**config.mk**
```make
export PLATFORM = sky130hd
export DESIGN_NAME = vga_plot_arbiter
export DESIGN_NICKNAME = d
export VERILOG_FILES = /design/src/rtl/vga_arb_pkg.sv /design/src/rtl/rr_pick.sv /design/src/rtl/vga_plot_arbiter.sv
export SDC_FILE = /design/constraint.sdc
export NUM_CORES = 1
export LEC_CHECK = 0
export BUFFER_PORTS_ARGS = -buffer_cell sky130_fd_sc_hd__clkbuf_2
export CAP_MARGIN = 20
export CORE_MARGIN = 3
export CORE_UTILIZATION = 50
export DETAILED_ROUTE_END_ITERATION = 12
export PLACE_DENSITY = 0.81
export SYNTH_ARGS = -nofsm -noshare
export SYNTH_HDL_FRONTEND = slang
export SYNTH_SLANG_ARGS = --single-unit
```
**constraint.sdc**
```tcl
create_clock -name clk -period 4.7 [get_ports clk]
set_input_delay 1.41 -clock clk [delete_from_list [all_inputs] [get_ports clk]]
set_output_delay 1.41 -clock clk [all_outputs]
set_load 0.02 [all_outputs]
```
**src/rtl/vga_arb_pkg.sv**
```systemverilog
// Shared widths, default screen limits and arbiter state encoding for the VGA plot arbiter.
package vga_arb_pkg;

    localparam int unsigned XW = 8;
    localparam int unsigned YW = 7;
    localparam int unsigned CW = 3;

    localparam int unsigned X_MAX_DEF = 160;
    localparam int unsigned Y_MAX_DEF = 120;

    typedef enum logic [0:0] {
        FREE   = 1'b0,
        LOCKED = 1'b1
    } arb_state_t;

endpackage

```
**src/rtl/rr_pick.sv**
```systemverilog
// Combinational round-robin picker: first valid requester at or after ptr, wrapping modulo NREQ.
module rr_pick #(
    parameter int unsigned NREQ = 3,
    parameter int unsigned PW   = (NREQ > 1) ? $clog2(NREQ) : 1
) (
    input  logic [NREQ-1:0] valid,
    input  logic [PW-1:0]   ptr,
    output logic [NREQ-1:0] gnt,
    output logic [PW-1:0]   idx
);

    logic        found;
    int unsigned j;

    // Scan requesters starting at ptr; the first valid one wins.
    always_comb begin
        gnt   = '0;
        idx   = '0;
        found = 1'b0;
        j     = 0;
        for (int unsigned k = 0; k < NREQ; k++) begin
            j = 32'(ptr) + k;
            if (j >= NREQ) begin
                j = j - NREQ;
            end
            if (!found && valid[j]) begin
                found  = 1'b1;
                gnt[j] = 1'b1;
                idx    = PW'(j);
            end
        end
    end

endmodule

```
**src/rtl/vga_plot_arbiter.sv**
```systemverilog
// Shares the VGA adapter write port between drawing engines: round-robin grant with optional
// burst lock, one registered pixel per cycle, off-screen pixels dropped and counted.
module vga_plot_arbiter
    import vga_arb_pkg::*;
#(
    parameter int unsigned NREQ  = 3,
    parameter int unsigned X_MAX = X_MAX_DEF,
    parameter int unsigned Y_MAX = Y_MAX_DEF
) (
    input  logic               clk,
    input  logic               rst_n,
    input  logic [NREQ-1:0]    req_valid,
    input  logic [NREQ-1:0]    req_lock,
    input  logic [NREQ*XW-1:0] req_x,
    input  logic [NREQ*YW-1:0] req_y,
    input  logic [NREQ*CW-1:0] req_colour,
    output logic [NREQ-1:0]    req_ready,
    output logic [XW-1:0]      vga_x,
    output logic [YW-1:0]      vga_y,
    output logic [CW-1:0]      vga_colour,
    output logic               vga_plot,
    output logic [15:0]        clip_count,
    output logic               busy
);

    localparam int unsigned PW = $clog2(NREQ);

    arb_state_t      state_q, state_d;
    logic [PW-1:0]   rr_q, rr_d;
    logic [PW-1:0]   owner_q, owner_d;

    logic [NREQ-1:0] pick_gnt;
    logic [PW-1:0]   pick_idx;
    logic [PW-1:0]   gidx;
    logic [NREQ-1:0] ready;
    logic            xfer;

    logic [XW-1:0]   sel_x;
    logic [YW-1:0]   sel_y;
    logic [CW-1:0]   sel_c;
    logic            in_bounds;

    logic [XW-1:0]   x_q;
    logic [YW-1:0]   y_q;
    logic [CW-1:0]   c_q;
    logic            plot_q;
    logic [15:0]     clip_q;

    function automatic logic [PW-1:0] wrap_inc(input logic [PW-1:0] i);
        if (32'(i) == NREQ - 1) begin
            return '0;
        end
        return i + 1'b1;
    endfunction

    rr_pick #(
        .NREQ (NREQ),
        .PW   (PW)
    ) u_rr_pick (
        .valid (req_valid),
        .ptr   (rr_q),
        .gnt   (pick_gnt),
        .idx   (pick_idx)
    );

    // Grant: round-robin when free, owner only when locked; nothing is granted during reset.
    always_comb begin
        ready = '0;
        gidx  = pick_idx;
        if (state_q == LOCKED) begin
            gidx = owner_q;
            if (req_valid[owner_q]) begin
                ready[owner_q] = 1'b1;
            end
        end else begin
            ready = pick_gnt;
        end
        if (!rst_n) begin
            ready = '0;
        end
    end

    assign req_ready = ready;
    assign xfer      = |(req_valid & ready);

    // Select the granted requester's pixel slice and bounds-check it at full port width.
    always_comb begin
        sel_x = '0;
        sel_y = '0;
        sel_c = '0;
        for (int unsigned i = 0; i < NREQ; i++) begin
            if (gidx == PW'(i)) begin
                sel_x = req_x[i*XW +: XW];
                sel_y = req_y[i*YW +: YW];
                sel_c = req_colour[i*CW +: CW];
            end
        end
        in_bounds = (32'(sel_x) < X_MAX) && (32'(sel_y) < Y_MAX);
    end

    // Lock FSM next state; rr is frozen while locked and resumes after the owner.
    always_comb begin
        state_d = state_q;
        rr_d    = rr_q;
        owner_d = owner_q;
        unique case (state_q)
            FREE: begin
                if (xfer) begin
                    rr_d = wrap_inc(gidx);
                    if (req_lock[gidx]) begin
                        owner_d = gidx;
                        state_d = LOCKED;
                    end
                end
            end
            LOCKED: begin
                if (!req_lock[owner_q]) begin
                    state_d = FREE;
                    rr_d    = wrap_inc(owner_q);
                end
            end
            default: state_d = FREE;
        endcase
    end

    // Arbiter state registers.
    always_ff @(posedge clk or negedge rst_n) begin
        if (!rst_n) begin
            state_q <= FREE;
            rr_q    <= '0;
            owner_q <= '0;
        end else begin
            state_q <= state_d;
            rr_q    <= rr_d;
            owner_q <= owner_d;
        end
    end

    // Output stage: register in-bounds pixels, count and drop the rest.
    always_ff @(posedge clk or negedge rst_n) begin
        if (!rst_n) begin
            x_q    <= '0;
            y_q    <= '0;
            c_q    <= '0;
            plot_q <= 1'b0;
            clip_q <= '0;
        end else begin
            plot_q <= xfer & in_bounds;
            if (xfer && in_bounds) begin
                x_q <= sel_x;
                y_q <= sel_y;
                c_q <= sel_c;
            end
            if (xfer && !in_bounds && (clip_q != 16'hFFFF)) begin
                clip_q <= clip_q + 16'd1;
            end
        end
    end

    assign vga_x      = x_q;
    assign vga_y      = y_q;
    assign vga_colour = c_q;
    assign vga_plot   = plot_q;
    assign clip_count = clip_q;
    assign busy       = (state_q == LOCKED) | plot_q;

endmodule

```
# Word-level counts from Yosys, hierarchy flattened
# Cells that the tools add are included.
[classes]
addsub = 8
magnitude_cmp = 14
n_eq_ne = 6
n_mux = 61
bitwise_logic = 6
reduce_logical = 17
[ops]
columns = ["operator", "n"]
rows = [
  ["$ge A32 B1 Y1 const B", 3],
  ["$lt A32 B3 Y1 const B", 3],
  ["$mux W32", 3],
  ["$ge A32 B2 Y1 const B", 2],
  ["$sub A32 B2 Y32 const B", 2],
  ["$mux W3", 9],
  ["$mux W8", 3],
  ["$mux W1", 21],
  ["$mux W7", 3],
  ["$mux W2", 10],
  ["$add A16 B1 Y16 const B", 1],
  ["$ne A16 B16 Y1 const B", 1],
  ["$bmux W1 S2", 6],
  ["$logic_and A1 B1 Y1", 10],
  ["$demux W1 S2", 4],
  ["$lt A8 B8 Y1 const B", 1],
  ["$lt A7 B7 Y1 const B", 1],
  ["$lt A2 B3 Y1 const B", 2],
  ["$or A3 B3 Y3", 2],
  ["$add A2 B1 Y2 const B", 2],
  ["$eq A2 B2 Y1 const B", 2],
  ["$ne A2 B2 Y1 const B", 2],
  ["$pmux W2 S2", 1],
  ["$add A2 B1 Y3 const B", 1],
  ["15 further kinds", 17],
]
[word_totals]
reg_bits = 40
in_bits = 62
output_inout_bits = 39
elab_cells = 120

# Logic depth before layout (Yosys ltp)
[depth]
ltp_word = 21
ltp_mapped = 14
ltp_nobuf = 10

# Hierarchy
# Synthesis repeated with hierarchy kept, for this count alone.
[unflattened]
cells_unflattened = 287
hier_area_um2 = 2740.1
[modules_own_cells]
columns = ["mod", "instances", "cells_per_inst", "area_per_inst_um2", "seq_area_each_um2"]
rows = [
  ["vga_plot_arbiter", 1, 235, 2407.3, 1001.0],
  ["rr_pick", 1, 52, 332.8, 0.0],
]

# Worst setup path before layout
# No wires, ideal clock.
[synth_path]
path_type = "in2out"
startpoint = "input port req_valid[1]"
endpoint = "output port req_ready[0]"
arrival_time_ns = 3.070
t_required_ns = 3.290
setup_slack_ns = 0.220
cell_stages = 6
path_buffers = 1
path_cell_list = "buf_2 mux2i_1 o21a_1 or3b_2 a31o_2 a21boi_0"
[synth_via]
elab_chain_len = 11
word_cells_on_any_way = 22
cone_classes = "mux: 16; bitwise: 2; reduce/logical: 4"
[synth_rtl]
columns = ["element", "line_no", "text"]
rows = [
  ["start: declaration", "vga_plot_arbiter.sv:12", "input logic [NREQ-1:0] req_valid,"],
  ["$bmux W1 S2", "rr_pick.sv:26", "if (!found && valid[j]) begin"],
  ["$mux W1 (not written as such)", "rr_pick.sv:26", ""],
  ["$mux W1", "rr_pick.sv:26", ""],
  ["$logic_not A1 Y1", "rr_pick.sv:26", ""],
  ["$logic_and A1 B1 Y1", "rr_pick.sv:26", ""],
  ["$mux W1", "rr_pick.sv:26", ""],
  ["$logic_not A1 Y1", "rr_pick.sv:26", ""],
  ["$logic_and A1 B1 Y1", "rr_pick.sv:26", ""],
  ["$mux W3", "rr_pick.sv:26", ""],
  ["$mux W3 (*)", "vga_plot_arbiter.sv:70", "if (state_q == LOCKED) begin"],
  ["$mux W3 (*)", "vga_plot_arbiter.sv:78", "if (!rst_n) begin"],
  ["end: declaration", "vga_plot_arbiter.sv:17", "output logic [NREQ-1:0] req_ready,"],
]
# Mark *: on every way between the ends. The rest lies on a longest branch, timed or not. The select of a mux whose other input is x is not followed.

# Final worst setup path
# Same ends and word-level chain as after synthesis.

==> results.md <==
- Status: finished clean
- Top cells by area, synth: dfrtp_1 (36%), mux2i_1 (7.9%), mux2_2 (6.5%)
- CP most frequent cell: clkbuf_2
- Seq/Total Area, Yosys: 36.1%
- Final std cell area, no fill: 0.00341 sq mm
- GRT Total Usage: 21.2%
- Instance area at placement: 0.00331 sq mm
- Synth Area in Adders: 2.25%
- Tcrit/Tclk final: 94.8%
- Count leader, synth: dfrtp_1
- Wirelength per Cell: 14.8 microns
- Hold_buf cts: 0
- Relative slew slack: 38.6%
- Final nets: 451
- Post-Syn Area: 0.00278 sq mm
- Cell row count: 26
- Simple-gate area share of the yosys netlist: 19.4%
- Vias in the first global route: 2419
- Top cell type's share of synthesized area: 36.1%
- Clock sinks: 40
- Fmax: 224 MHz
- # diodes: 0
- Die area: 0.00648 sq mm
- Vias: 2480
- Mux cell area share after synthesis: 20.1%
- Register bit count reported by yosys: 40
- Final max-slew violation count: 0
- EDFF count, synth: 0
- Max stage delay cell, worst path: or3b_2
- I/O Buffers: 100
- Layout cells sized above 1: 38.7%
- P_leak: 1.74 nW
- Later-pin clock latency in the skew report: 0.29 ns
- XOR/XNOR share of the synthesized area: 4.42%
- Initial DRC count: 120
- Asr flop ratio synth: 100%
- Post-synth top flop: dfrtp_1
- NetSw: 0.000924 W
- Setup Buffers After CTS: 0
- Net Sw Frac: 43.5%
- GR peak layer: met2
- Via density per instance: 5.45
- Setup-failing EPs final: 0
- Critical path startpoint category: primary input
- Distinct cell type count after synthesis: 51
- Post-synthesis compound-gate area fraction: 13.0%
- Mapped Cells: 287
- Clk pwr share: 13.2%
- Largest net degree at the start of global routing: 33
- Largest family of logic cells by synthesized area: multiplexers
- Critical Path AT: 3.04 ns
- CTS tree: done
- Max-cap viol count: 0
- Final GP Congestion: 0.798
- Worst-margin pin slew: 0.916 ns
- Num CTS Buffers: 5
- Post-route ant nets: 0
- Final Skew: 0.0105 ns
- CTS resizes: 0
- Final global-route overflow total: 0
- Die Y: 80.5 microns
- Met2 Resource Use GR: 37.4%
- Post-layout min period: 4.45 ns
- CTS clk-pin slew, worst paths: 0.08 ns
- Setup WS pre-CTS: 0.143 ns
- First-pass GRT wire length: 11.0 mm
- Critical path class: in -> out
- FILL cells: 452
- CTS max path bufs: 2
- Root Buffer: clkbuf_8
- Combinational Power Share: 60.7%
- Synth area leader: dfrtp_1
- RSZ-0062 raised after global routing: no
- Antenna violations before repair: 0
- VDD IR max: 0.400 mV
- Class of the worst hold path: reg -> reg
- DRC violations left: 0
- Hold Slack: 0.494 ns
- Die X: 80.5 microns
- Setup crit end kind: output pin
- WL final: 6.73 mm
- Net Count, Synth: 354
- Cell internal pwr: 0.00120 W
- Grt met3 use: 3.92%
- H-tree depth: 2
- Setup TNS: 0 ns
- Slowest cell delay on critical path: 0.46 ns
- P per Cell Area: 622 mW/mm^2
- CP cell instances: clkbuf_2 > mux2i_1 > o21a_1 > or3b_2 > a31o_2 > a21boi_0 > clkbuf_2
- Hpwl dp: 5.19 mm
- Power share of the sequential group: 26.1%
- Initial Util: 53.0%
- Drt first pass iters: 5
- Met1 GRT Util: 26.3%
- Setup ws final: 0.245 ns
- Yosys warning count: 0
- Core area: 0.00524 sq mm
- Syn Area/Cell: 9.67 sq um
- CP max FO: 8
- Boundary pin count: 101
- Synth top cells by count: dfrtp_1 (40), nand2_1 (34), o21ai_0 (25)
- Fin. Hold Viols: 0
- Area grow syn2layout: 23.0%
- CP Data Required Time: 3.29 ns
## critical path, delay by kind of cell
family	cells	cell delay, ns
AOI/OAI and AO/OA	3	0.60
buffers and inverters	2	0.39
muxes	1	0.18
and+or+nand+nor	1	0.46
## flip-flops by register name, summed over array words and instances (netlist names)
register,flops
vga_y,7
vga_x,8
owner_q,2
clip_count,16
vga_plot,1
state_q,1
rr_q,2
vga_colour,3
## routing by layer
layer,vias to the layer above,part of all wire (%)
met5,-,0
met4,0,1.3
met3,11,5.1
met2,78,51
met1,1171,42
li1,1220,-
## area by class of cell
cell class,count,area [sq um],share of cell area (%)
Clock inverter,2,35.0,1.03
Multi-Input combinational cell,222,1640,48.1
Clock buffer,6,72.6,2.13
Sequential cell,40,1000,29.3
Timing Repair Buffer,105,538,15.8
Inverter,10,37.5,1.10
Tap cell,70,87.6,2.57
## per-stage QoR
step                      instances  util (%)  total power, W
after global placement          447      63.1         0.00181
after floorplan                 287         -         0.00156
final                           455      65.2         0.00212
after CTS                       455      65.2         0.00214
after global routing            455      65.2         0.00227
after detailed placement        447      63.1         0.00185
## cell usage in the layout (no fill, tap or decap), types with 2 or more instances in the layout
master / n
a21boi_0: 2
a21oi_1: 4
and2_1: 2
and3_1: 7
buf_4: 5
clkbuf_2: 100
clkbuf_8: 5
dfrtp_1: 40
ha_1: 5
inv_1: 10
mux2_2: 16
mux2_4: 9
mux2i_1: 22
nand2_1: 34
nand3_1: 12
nand3b_1: 6
nand4_1: 13
nor2_1: 14
nor3_1: 2
o211ai_1: 2
o21a_1: 3
o21ai_0: 25
o22ai_1: 3
or3_1: 3
xnor2_1: 14
## path summary, 6_finish.rpt
check                           slack, ns             to  depth (start not counted)          start
worst min register to register       0.49  clip_count[5]                          1  clip_count[5]
worst min-delay path                 0.49  clip_count[5]                          1  clip_count[5]
max in group asynchronous            2.94     owner_q[0]                          2          rst_n
min in group asynchronous            1.01       vga_x[7]                          1          rst_n
worst max-delay path                 0.25   req_ready[0]                          7   req_valid[1]
worst max register to register       0.73       vga_x[2]                         10        rr_q[1]
## power by group through the flow
stage | Combinational [W] | Sequential (W) | Clock, W
detailed placement | 0.00129 | 0.000561 | 0
global placement | 0.00125 | 0.000558 | 0
floorplan | 0.000906 | 0.000657 | 0
finish | 0.00129 | 0.000555 | 0.000281
CTS | 0.00129 | 0.000555 | 0.000285
global route | 0.00140 | 0.000573 | 0.000302
## cells by family (layout without fill, tap and decap cells)
group / count (synthesis) / count (layout)
AO/OA/AOI/OAI: 52 / 52
XOR/XNOR: 14 / 14
adder cells (fa/ha/maj): 5 / 5
flip-flops: 40 / 40
buffers and inverters: 25 / 123
AND/OR/NAND/NOR: 103 / 103
multiplexers: 48 / 48
(Power assumes the default switching activity.)
